==> src/rtl/wb_demux_32.sv <==
// wb_demux_32 -- write-back result router.
//
// Steers one WIDTH-bit word per cycle from a valid/ready input channel to
// one of two destination channels (register-file write port / store-data
// path), chosen per word by in_sel. Each destination owns a one-entry
// output register, so a stalled destination never blocks the other one.
//
// Optional feature macro: WB_DEMUX_CNT_EN
//   defined     -> cnt0/cnt1 ports present, counting deliveries per
//                  destination (wrap at 2^CNT_W, cleared only by rst)
//   undefined   -> no counter ports or logic
//
// Ports:
//   clk                  rising-edge clock
//   rst                  asynchronous, active-high reset
//   in_valid/in_ready    input handshake
//   in_sel               destination select (0 -> out0, 1 -> out1)
//   in_data              input word
//   outN_valid/outN_ready destination N handshake
//   outN_data            buffered word for destination N
//   cnt0/cnt1            delivery counters (WB_DEMUX_CNT_EN only)
module wb_demux_32 #(
  parameter int WIDTH = 32,
  parameter int CNT_W = 16
) (
  input  logic             clk,
  input  logic             rst,
  input  logic             in_valid,
  output logic             in_ready,
  input  logic             in_sel,
  input  logic [WIDTH-1:0] in_data,
  output logic             out0_valid,
  input  logic             out0_ready,
  output logic [WIDTH-1:0] out0_data,
  output logic             out1_valid,
  input  logic             out1_ready,
  output logic [WIDTH-1:0] out1_data
`ifdef WB_DEMUX_CNT_EN
  ,
  output logic [CNT_W-1:0] cnt0,
  output logic [CNT_W-1:0] cnt1
`endif
);

  if (WIDTH < 1 || CNT_W < 1) begin : g_bad_param
    $error("wb_demux_32: WIDTH and CNT_W must be positive");
  end

  typedef enum logic {
    EMPTY = 1'b0,
    FULL  = 1'b1
  } buf_st_t;

  buf_st_t          st0_p0, st1_p0;
  buf_st_t          st0_nxt, st1_nxt;
  logic [WIDTH-1:0] data0_p0, data1_p0;
  logic             acc0, acc1;
  logic             dlv0, dlv1;

  // Handshake decode. in_ready looks only at the selected destination so a
  // stalled buffer cannot hold off words bound for the other one.
  always_comb begin
    in_ready = in_sel ? (!out1_valid || out1_ready)
                      : (!out0_valid || out0_ready);
    acc0     = in_valid && in_ready && !in_sel;
    acc1     = in_valid && in_ready &&  in_sel;
    dlv0     = out0_valid && out0_ready;
    dlv1     = out1_valid && out1_ready;
  end

  // Buffer state registers
  always_ff @(posedge clk or posedge rst) begin
    if (rst) begin
      st0_p0 <= EMPTY;
      st1_p0 <= EMPTY;
    end else begin
      st0_p0 <= st0_nxt;
      st1_p0 <= st1_nxt;
    end
  end

  // Next-state: a full buffer that delivers and is refilled in the same
  // cycle stays FULL, giving bubble-free streaming.
  always_comb begin
    st0_nxt = st0_p0;
    st1_nxt = st1_p0;
    case (st0_p0)
      EMPTY:   if (acc0)         st0_nxt = FULL;
      FULL:    if (dlv0 && !acc0) st0_nxt = EMPTY;
      default: st0_nxt = EMPTY;
    endcase
    case (st1_p0)
      EMPTY:   if (acc1)         st1_nxt = FULL;
      FULL:    if (dlv1 && !acc1) st1_nxt = EMPTY;
      default: st1_nxt = EMPTY;
    endcase
  end

  // Outputs from buffer state
  always_comb begin
    out0_valid = (st0_p0 == FULL);
    out1_valid = (st1_p0 == FULL);
    out0_data  = data0_p0;
    out1_data  = data1_p0;
  end

  // Data registers: only an accept to that destination changes them
  always_ff @(posedge clk or posedge rst) begin
    if (rst) begin
      data0_p0 <= '0;
      data1_p0 <= '0;
    end else begin
      if (acc0) data0_p0 <= in_data;
      if (acc1) data1_p0 <= in_data;
    end
  end

`ifdef WB_DEMUX_CNT_EN
  logic [CNT_W-1:0] cnt0_p0, cnt1_p0;

  // Delivery counters, free-running with natural wrap
  always_ff @(posedge clk or posedge rst) begin
    if (rst) begin
      cnt0_p0 <= '0;
      cnt1_p0 <= '0;
    end else begin
      if (dlv0) cnt0_p0 <= cnt0_p0 + {{(CNT_W-1){1'b0}}, 1'b1};
      if (dlv1) cnt1_p0 <= cnt1_p0 + {{(CNT_W-1){1'b0}}, 1'b1};
    end
  end

  assign cnt0 = cnt0_p0;
  assign cnt1 = cnt1_p0;
`endif

endmodule

==> config.mk <==
export PLATFORM = sky130hd
export DESIGN_NAME = wb_demux_32
export DESIGN_NICKNAME = d
export VERILOG_FILES = /design/src/rtl/wb_demux_32.sv
export SDC_FILE = /design/constraint.sdc
export NUM_CORES = 1
export LEC_CHECK = 0
export CORE_MARGIN = 2
export CORE_UTILIZATION = 45
export DETAILED_ROUTE_END_ITERATION = 10
export DONT_BUFFER_PORTS = 1
export MAX_ROUTING_LAYER = met4
export PLACE_DENSITY = 0.56
export SETUP_SLACK_MARGIN = 0.3
export SYNTH_ARGS = -nofsm -noshare
export SYNTH_HDL_FRONTEND = slang
export SYNTH_SLANG_ARGS = --single-unit
==> constraint.sdc <==
create_clock -name clk -period 2.7 [get_ports clk]
set_input_delay 0.81 -clock clk [delete_from_list [all_inputs] [get_ports clk]]
set_output_delay 0.81 -clock clk [all_outputs]
set_load 0.005 [all_outputs]
==> impl_results.md, run 1 <==
- Status: finished clean
- PnR worst setup slack: just over 700 ps
- R2r setup slk: around 1100 ps
- CP Buf/Inv Count: 0
- RSZ-0062 raised after global routing: false
- Synth Area in Compound Gates: less than 1%
- Worst path top cell family by delay: simple AND/OR/NAND/NOR gates
- Pre-CTS setup slack: 699 ps
- Die Wd: between 80 and 90 um
- Most common cell in the netlist: dfrtp_1
- Placer Congestion: 0.643
- Root Buffer: clkbuf_8
- Total GRT Usage: 15.9%
- Mapped cell area: 2680 um^2
- DRC viols: 0
- CTS buffer count: 9
- Crit Path Class: in2out
- NumNets Final: 192
- Cell Rows: 28
- Period Utilization, post-route: roughly three quarters
- Max_cap viols: 0
- Diode count: 0
- CTS tree: built
- RR Startpoint: out1_valid$_DFF_PP0_
- Finished Cell Area: 2990 um^2
- Mapped Nets: between 150 and 200
- VDD IR max: between 0.5 and 0.6 mV
- Total routed wirelength: 4650 um
- Synth async-reset ratio: between 90% and 100%
- Register area share after synthesis: 61.7%
- Most used DFF post-synth: dfrtp_1
- Synth area leaders: dfrtp_1, mux2_4, mux2_2, buf_12, buf_6
- Synth top cells by count: dfrtp_1, mux2_2, mux2_4
- Worst Skew: 5.37 ps
- Largest family of logic cells by synthesized area: multiplexers
- Critical Path Start Type: input pin
- Drt via density: about 5.3
- Die Span Y: approximately 81 um
- Vias: between 1000 and 1500
- Final hold vios: 0
- Share of post-route cells with drive strength above 1: between 50% and 60%
- Setup TNS: 0 ps
- Buffers from clock root to sink, at most: 2
- Tightest Pin Transition: a little over 600 ps
- Final setup vio count: 0
- WL/cell: between 15 and 20 um
- Hpwl dp: ~3200 um
- Vias in the first global route: around 1500
- Post-Synth XOR/XNOR Area: 0%
- CTS Sinks: between 60 and 70
- Post-Syn Instances: ~150
- Worst skew pair latency: about 330 ps
- Mean Syn Cell Area: ~18 um^2
- Die area: approximately 6600 um^2
- Levels on crit path: 3
- First-pass GRT wire length: around 7300 um
- Non-filler instance count after layout: between 200 and 250
- Area delta synth->final: 11.5%
- Largest net degree at the start of global routing: 40
- Post-synth top area share: roughly three fifths
- Initial antenna violation count: 0
- Routed Antenna Nets: 0
- Worst EP arrival: ~1200 ps
- Post-cts resize count: 0
- Clk slew on worst S/H paths: 70 ps
- Area leader, netlist: dfrtp_1
- Initial core utilization: a little under half
- Post-CTS Setup Repair Bufs: 0
- Max Slew Vio Count: 0
- CP max-delay cell: nand2b_2
- CP Cell Sequence: nand2b_2 > nor2_1 > a21oi_1
- CP Launch Point: out0_ready
- Crit Reg-Reg Endpoint: out1_data[25]$_DFFE_PP0P_
- Reg2Reg Depth: 4
- Cell Count Post-Placement: roughly 220
- Drt first pass iters: 2
- Min cycle time layout: roughly 2000 ps
- Slowest stage delay, CP: 190 ps
- Synth Area in Simple Gates: about 3%
- WP data required: between 1500 and 2000 ps
- Peak Freq: 501 MHz
- Port Buffer Count: 0
- H-tree depth: 3
- Top-level port count: about 110
- Total global routing overflow: 0
- Post-synth EDFFs: 0
- Yosys warns: 0
- Slew headroom: between 50% and 60%
- Worst setup path end: in_ready
- Worst-path maximum fanout: 3
- Iteration-0 DRC Markers: 33
- Mux share of post-synthesis cell area: roughly 31%
- Critical path endpoint category: output pin
- Adder-cell share of the synthesized area: 0%
- PwrDens: 899 nW/um^2
- Post-cts hold buffer count: 0
- Core region area: approximately 5900 um^2
- Placed Area: 2720 um^2
- Synth cell types: 15
- Synth Register Bits: 66
- Hold WC Path Type: in2async
- LEAKAGE: ~1.3 nW
==> power by group <==
part / internal [W] / switching [W] / total [W]
logic: 0.000201 / 0.0000926 / 0.000293
registers: 0.00117 / 0.000144 / 0.00131
clock network: 0.000706 / 0.000374 / 0.00108
==> state kept, by name (all words and copies together), names as in the netlist <==
name / count
out0_data: 32
out1_data: 32
out0_valid: 1
out1_valid: 1
==> metal layers <==
layer	part of all wire (%)	wire length [um]	GRT usage, %
met4	3.1	146	10.2
met1	36	1680	16.6
met2	49	2300	24.6
met5	0	0	-
met3	11	520	6.78
==> kinds of logic (layout without fill, tap and decap cells) <==
group | Yosys count | count (layout)
compound gates | 2 | 2
mux | 64 | 64
buf+inv | 8 | 20
flops | 66 | 66
simple gates | 7 | 7
==> how the worst min path moves through the flow <==
stage | from | to | slack [ps] | cells past startpoint
finish | rst | out1_data[28]$_DFFE_PP0P_ | 410 | 1
detailed placement | out0_data[26]$_DFFE_PP0P_ | out0_data[26]$_DFFE_PP0P_ | 520 | 1
floorplan | out0_data[29]$_DFFE_PP0P_ | out0_data[29]$_DFFE_PP0P_ | 500 | 1
global route | rst | out1_data[21]$_DFFE_PP0P_ | 430 | 1
global placement | out0_data[11]$_DFFE_PP0P_ | out0_data[11]$_DFFE_PP0P_ | 520 | 1
CTS | rst | out1_data[28]$_DFFE_PP0P_ | 420 | 1
==> through the flow <==
step / power (W) / util, % / hold slack, ps
after floorplan: 0.00156 / - / 504
after global placement: 0.00162 / 46.5 / 520
after detailed placement: 0.00163 / 46.5 / 523
after CTS: 0.00272 / 51.0 / 419
after global routing: 0.00281 / 51.0 / 430
final: 0.00269 / 51.0 / 407
==> layout make-up <==
type,count,area (um^2)
Clock buffer,9,124
Clock inverter,7,141
Fill cell,503,2870
Inverter,2,11.3
Multi-Input combinational cell,73,923
Sequential cell,66,1650
Tap cell,75,93.8
Timing Repair Buffer,2,40.0
==> cells in the final DEF (no fill, tap or decap), drive strengths merged <==
| cell type | instances |
|---|---|
| a21oi | 1 |
| buf | 2 |
| bufinv | 4 |
| clkbuf | 9 |
| clkinv | 2 |
| clkinvlp | 2 |
| dfrtp | 66 |
| inv | 1 |
| mux2 | 64 |
| nand2 | 1 |
| nand2b | 1 |
| nand3b | 1 |
| nor2 | 2 |
| nor2b | 1 |
| o21ai | 1 |
| or2b | 1 |
Power figures use the tool's default switching activity.
==> run 2, diff against run 1 <==
--- a/config.mk
+++ b/config.mk
@@ -10,7 +10,7 @@
 export DETAILED_ROUTE_END_ITERATION = 10
 export DONT_BUFFER_PORTS = 1
 export MAX_ROUTING_LAYER = met4
-export PLACE_DENSITY = 0.56
+export PLACE_DENSITY = 0.58
 export SETUP_SLACK_MARGIN = 0.3
 export SYNTH_ARGS = -nofsm -noshare
 export SYNTH_HDL_FRONTEND = slang
==> constraint.sdc (replaced) <==
create_clock -name clk -period 1.8 [get_ports clk]
set_input_delay 0.54 -clock clk [delete_from_list [all_inputs] [get_ports clk]]
set_output_delay 0.54 -clock clk [all_outputs]
set_load 0.005 [all_outputs]
==> run 2 against run 1 <==
Wire length rose by 2.6%. Setup slack got worse by 460 ps. Total power grew 34%. Register-to-register slack got worse by 870 ps. Critical path depth is 1 lower. Highest routed layer unchanged. Final cell count is 0.43% higher. Die area stayed put. Critical path type is now reg2out. Global-route usage down 0.48 points. Clock power increased by 8%. First-iteration DRC count down 12%. Combinational power increased by 54%. Largest cell class unchanged.
==> impl_results.md, run 2 (synthesis results as in run 1) <==
- Multi-input logic area: 935 um^2 (+1.2%)
- H-tree depth: 3 (unchanged)
- First-pass GRT wire length: 7130 um (-2.2%)
- Die Span Y: 81.1 um (unchanged)
- Worst skew pair latency: 320 ps (about the same)
- Min cycle time layout: approximately 1600 ps
- CTS buffer count: 9 (unchanged)
- WP data required: 1260 ps (-630 ps)
- Core region area: 5850 um^2 (unchanged)
- Die Wd: 81.1 um (unchanged)
- Cell Count Post-Placement: 219 (+0.46%)
- Initial antenna violation count: 0 (unchanged)
- Hold WC Path Type: in2async
- Root Buffer: clkbuf_8
- Reg2Reg Depth: 5 (+1)
- Non-filler instance count after layout: 235 (+0.43%)
- Met2 wire len: 2370 um (+2.9%)
- Drt first pass iters: 3 (+1)
- Clk slew on worst S/H paths: 70 ps (about the same)
- Area delta synth->final: 9.54%
- Hpwl dp: 3240 um (+1.9%)
- CP Buf/Inv Count: 0 (unchanged)
- Slowest stage delay, CP: 400 ps (+210 ps)
- Pre-CTS setup slack: 131 ps (-568 ps)
- RSZ-0062 raised after global routing: true
- Status: finished clean
- Share of post-route cells with drive strength above 1: 55.6% (+0.28 points)
- Iteration-0 DRC Markers: 29 (-12%)
- NumNets Final: 194 (+1.0%)
- Setup TNS: 0 ps (unchanged)
- Period Utilization, post-route: between 80% and 90%
- WL/cell: 20.3 um (+2.2%)
- Initial core utilization: 45.7% (unchanged)
- Placed Area: 2720 um^2 (-0.18%)
- Worst Skew: 8.05 ps (+2.69 ps)
- Tightest Pin Transition: 486 ps (-124 ps)
- Total GRT Usage: 15.4% (-0.48 points)
- Top routing layer used: met4
- CP max-delay cell: dfrtp_1
- Levels on crit path: 2 (-1)
- CTS tree: built
- Drt via density: 5.16 (-2.4%)
- CP Cell Sequence: nor2b_4 > a21oi_2
- Crit Path Class: reg2out
- Worst path top cell family by delay: flip-flops
- Largest net degree at the start of global routing: 67 (+68%)
- Finished Cell Area: 2930 um^2 (-1.8%)
- CTS Sinks: 66 (unchanged)
- Total routed wirelength: 4770 um (+2.6%)
- Most frequent cells in the layout: dfrtp_1, mux2_2, mux2_4
- Max_cap viols: 0 (unchanged)
- Diode count: 0 (unchanged)
- Pwr Total: 0.00360 W (+34%)
- Critical Path Start Type: register
- Critical path endpoint category: output pin
- LEAKAGE: 1.32 nW (-1.3%)
- Reg area: 1650 um^2 (unchanged)
- Port Buffer Count: 0 (unchanged)
- Slew headroom: 67.6% (+8.4 points)
- Buffers from clock root to sink, at most: 2 (unchanged)
- VDD IR max: 0.531 mV (+4.8%)
- Peak Freq: 643 MHz
- Total global routing overflow: 0 (unchanged)
- Max Slew Vio Count: 0 (unchanged)
- Met3 WL: 438 um (-16%)
- Cell Rows: 28 (unchanged)
- Routed Antenna Nets: 0 (unchanged)
- Worst-path maximum fanout: 3 (unchanged)
- Die area: 6580 um^2 (unchanged)
- Post-cts hold buffer count: 0 (unchanged)
- Vias in the first global route: 1384 (-8.6%)
- Final hold vios: 0 (unchanged)
- DRC viols: 0 (unchanged)
- Placer Congestion: 0.618 (-3.9%)
- Worst EP arrival: 1020 ps (-170 ps)
- Vias: 1212 (-2.0%)
- PnR worst setup slack: 245 ps (-459 ps)
- PwrDens: 1230 nW/um^2 (+36%)
- Final setup vio count: 0 (unchanged)
- Met1 WL: 1880 um (+12%)
- Top-level port count: 105 (unchanged)
- Commonest non-fill, non-tap cell in the layout: dfrtp_1
- Fill cells: 487 (-3.2%)
[run 2: cell count changes in the layout (fill, tap and decap cells not counted)]
cell        change
clkinv_2        +1
a21oi_2         +1
clkinvlp_4      -1
bufinv_16       -3
a21oi_1         -1
nand2b_2        -1
nand2b_4        +1
clkbuf_1        +2
nor2_2          +1
clkbuf_8        +1
nor2_1          -1
clkinv_4        -1
buf_4           +2
[run 2: path summary, 6_finish.rpt]
kind / startpoint / end / slack, ps
worst min register to register: out1_data[14]$_DFFE_PP0P_ / out1_data[14]$_DFFE_PP0P_ / 540
max in group asynchronous: rst / out0_data[20]$_DFFE_PP0P_ / 1340
worst max-delay path: out1_valid$_DFF_PP0_ / in_ready / 240
worst min-delay path: rst / out1_data[11]$_DFFE_PP0P_ / 170
min in group clk: in_sel / out0_valid$_DFF_PP0_ / 350
worst max register to register: out1_valid$_DFF_PP0_ / out1_data[15]$_DFFE_PP0P_ / 250
[run 2: report_power, final]
part           internal, W  switching, W  leakage, nW  total, W
logic             0.000307      0.000144        0.445  0.000451
clock network     0.000667      0.000504       0.0962   0.00117
registers          0.00175      0.000221        0.777   0.00197
total              0.00273      0.000869         1.32   0.00360
[run 2: metal layers]
metal  vias up  track usage [%]
met1       615             17.0
met4         0             8.14
met3        10             5.56
met2        63             24.5
met5         -                -
li1        524                -
[run 2: final cells by class]
cell class | count | share of cell area (%)
clock inverter | 3 | 1.37
multi-input combinational | 73 | 31.9
sequential | 66 | 56.3
timing repair buffer | 4 | 1.88
inverter | 2 | 0.384
tap | 75 | 3.20
clock buffer | 12 | 4.95
[run 2: metrics by stage]
step | hold slack, ps | utilization [%]
floorplan | 504 | -
global placement | 524 | 46.4
detailed placement | 523 | 46.4
CTS | 173 | 49.7
global route | 189 | 50.1
finish | 170 | 50.1
[run 2: repair_timing]
item                                    CTS  global route
setup buffers                             0             1
hold endpoints to repair                  0             0
gates resized for setup                   2             1
endpoints found under the setup margin    9            33
pin swaps                                 2             1
==> run 3, diff against run 2 <==
--- a/config.mk
+++ b/config.mk
@@ -11,7 +11,9 @@
 export DONT_BUFFER_PORTS = 1
 export MAX_ROUTING_LAYER = met4
 export PLACE_DENSITY = 0.58
+export RECOVER_POWER = 25
 export SETUP_SLACK_MARGIN = 0.3
 export SYNTH_ARGS = -nofsm -noshare
 export SYNTH_HDL_FRONTEND = slang
 export SYNTH_SLANG_ARGS = --single-unit
+export TNS_END_PERCENT = 50
==> run 3 against run 2 <==
Sequential share of layout area grew 0.29 points. Wire length is essentially flat. Final cell count is the same. Maximum frequency is the same. Clock power is essentially flat. Count of clock-buffer cells in the layout is the same. Sequential power is essentially flat. Total power shrank 0.11%. Critical path depth is the same. Core utilization shrank 0.26 points. Largest power group unchanged. Highest routed layer unchanged.
==> impl_results.md, run 3 (synthesis results as in run 1) <==
- Hpwl dp: 3240 um (unchanged)
- Area delta synth->final: 8.98%
- WL/cell: 20.3 um (about the same)
- Core region area: 5850 um^2 (unchanged)
- Non-filler instance count after layout: 235 (unchanged)
- Drt first pass iters: 3 (unchanged)
- Final setup vio count: 0 (unchanged)
- Worst EP arrival: 1020 ps (about the same)
- Max_cap viols: 0 (unchanged)
- NumNets Final: 194 (unchanged)
- Vias in the first global route: 1384 (unchanged)
- RSZ-0062 raised after global routing: true
- H-tree depth: 3 (unchanged)
- Total routed wirelength: 4770 um (about the same)
- Initial core utilization: 45.7% (unchanged)
- CP Launch Point: out1_valid$_DFF_PP0_
- First-pass GRT wire length: 7130 um (unchanged)
- RR Startpoint: out1_valid$_DFF_PP0_
- Largest net degree at the start of global routing: 67 (unchanged)
- Setup TNS: 0 ps (unchanged)
- Tightest Pin Transition: 886 ps (+400 ps)
- Reg2Reg Depth: 5 (unchanged)
- Initial antenna violation count: 0 (unchanged)
- Multi-input logic area: 935 um^2 (unchanged)
- Worst setup path end: in_ready
- Total GRT Usage: 15.4% (unchanged)
- Worst-path maximum fanout: 3 (unchanged)
- Max Slew Vio Count: 0 (unchanged)
- Worst Skew: 8.05 ps (unchanged)
- Final hold vios: 0 (unchanged)
- CTS buffer count: 9 (unchanged)
- Iteration-0 DRC Markers: 29 (unchanged)
- CTS Sinks: 66 (unchanged)
- Status: finished clean
- Slew headroom: 40.9% (-27 points)
- CTS tree: built
- Post-cts hold buffer count: 0 (unchanged)
- Min cycle time layout: 1560 ps (unchanged)
- Worst skew pair latency: 320 ps (about the same)
- Top-level port count: 105 (unchanged)
- Root Buffer: clkbuf_8
- Buffers from clock root to sink, at most: 2 (unchanged)
- Placer Congestion: 0.618 (unchanged)
- Commonest non-fill, non-tap cell in the layout: dfrtp_1
- Final core utilization: 49.9% (-0.26 points)
- Share of post-route cells with drive strength above 1: 55.6% (unchanged)
- Most frequent cells in the layout: dfrtp_1, mux2_2, mux2_4
- Pwr Total: 0.00359 W (-0.11%)
- Die area: 6580 um^2 (unchanged)
- PnR worst setup slack: 245 ps (unchanged)
- Die Wd: 81.1 um (unchanged)
- Cell Rows: 28 (unchanged)
- Critical Path Start Type: register
- Critical path endpoint category: output pin
- Fill cells: 490 (+0.62%)
- PwrDens: 1230 nW/um^2 (+0.41%)
- WP data required: 1260 ps (about the same)
- Diode count: 0 (unchanged)
- Pre-CTS setup slack: 131 ps (unchanged)
- VDD IR max: 0.530 mV (about the same)
- Die Span Y: 81.1 um (unchanged)
- Clk slew on worst S/H paths: 70 ps (about the same)
- DRC viols: 0 (unchanged)
- LEAKAGE: 1.31 nW (-0.37%)
- Crit Path Class: reg2out
- Routed Antenna Nets: 0 (unchanged)
- Drt via density: 5.16 (unchanged)
- Port Buffer Count: 0 (unchanged)
- Hold WC Path Type: in2reg
- R2r setup slk: 250 ps (about the same)
- Vias: 1212 (unchanged)
- Reg area: 1650 um^2 (unchanged)
- Crit Reg-Reg Endpoint: out1_data[15]$_DFFE_PP0P_
- Period Utilization, post-route: 86.4% (unchanged)
- Peak Freq: 643 MHz (unchanged)
- Total global routing overflow: 0 (unchanged)
- Cell Count Post-Placement: 219 (unchanged)
## run 3: changes by cell type in the layout (fill, tap and decap cells not counted), sizes merged
cell    change
buf         -1
clkbuf      +1
## run 3: through the flow
stage	cell area [um^2]	hold WS (ps)
after floorplan	2680	504
after global placement	2720	524
after detailed placement	2720	523
after CTS	2910	173
after global routing	2920	336
final	2920	353
## run 3: worst min path at each step
stage	start	to	slack, ps	cells after the start
2_1_floorplan	out0_data[29]$_DFFE_PP0P_	out0_data[29]$_DFFE_PP0P_	500	1
3_3_place_gp	rst	out1_data[19]$_DFFE_PP0P_	520	2
3_5_place_dp	out1_data[14]$_DFFE_PP0P_	out1_data[14]$_DFFE_PP0P_	520	1
4_1_cts	rst	out1_data[19]$_DFFE_PP0P_	170	2
5_1_grt	in_data[21]	out1_data[21]$_DFFE_PP0P_	340	1
6_report	in_sel	out0_valid$_DFF_PP0_	350	1
## run 3: area by class of cell
cell class	instances	area share [%]
sequential	66	56.6
multi-input combinational	73	32.0
clock buffer	12	4.98
tap	75	3.22
timing repair buffer	4	1.46
clock inverter	3	1.37
inverter	2	0.300
## run 3: where the power goes
group / internal, W / switching (W) / total [W]
logic: 0.000303 / 0.000144 / 0.000447
registers: 0.00175 / 0.000221 / 0.00197
clock network: 0.000667 / 0.000504 / 0.00117
total: 0.00272 / 0.000869 / 0.00359
## run 3: layer usage
metal  vias up  GRT usage (%)  wire (um)
met5         -              -          0
met4         0           8.14         88
met3        10           5.56        438
met2        63           24.5       2370
met1       616           17.0       1870
li1        523              -          -
## run 3: what timing repair did
| action | CTS | global route |
|---|---|---|
| setup endpoints to repair | 9 | 33 |
| cloned | 0 | 0 |
| pin swaps | 2 | 1 |
| setup buffers | 0 | 1 |
| gates resized for setup | 2 | 1 |
## run 3: worst max-delay path, stage by stage (launching register included)
cell     delay (ps)
dfrtp_1         400
nor2b_4         150
a21oi_2         150
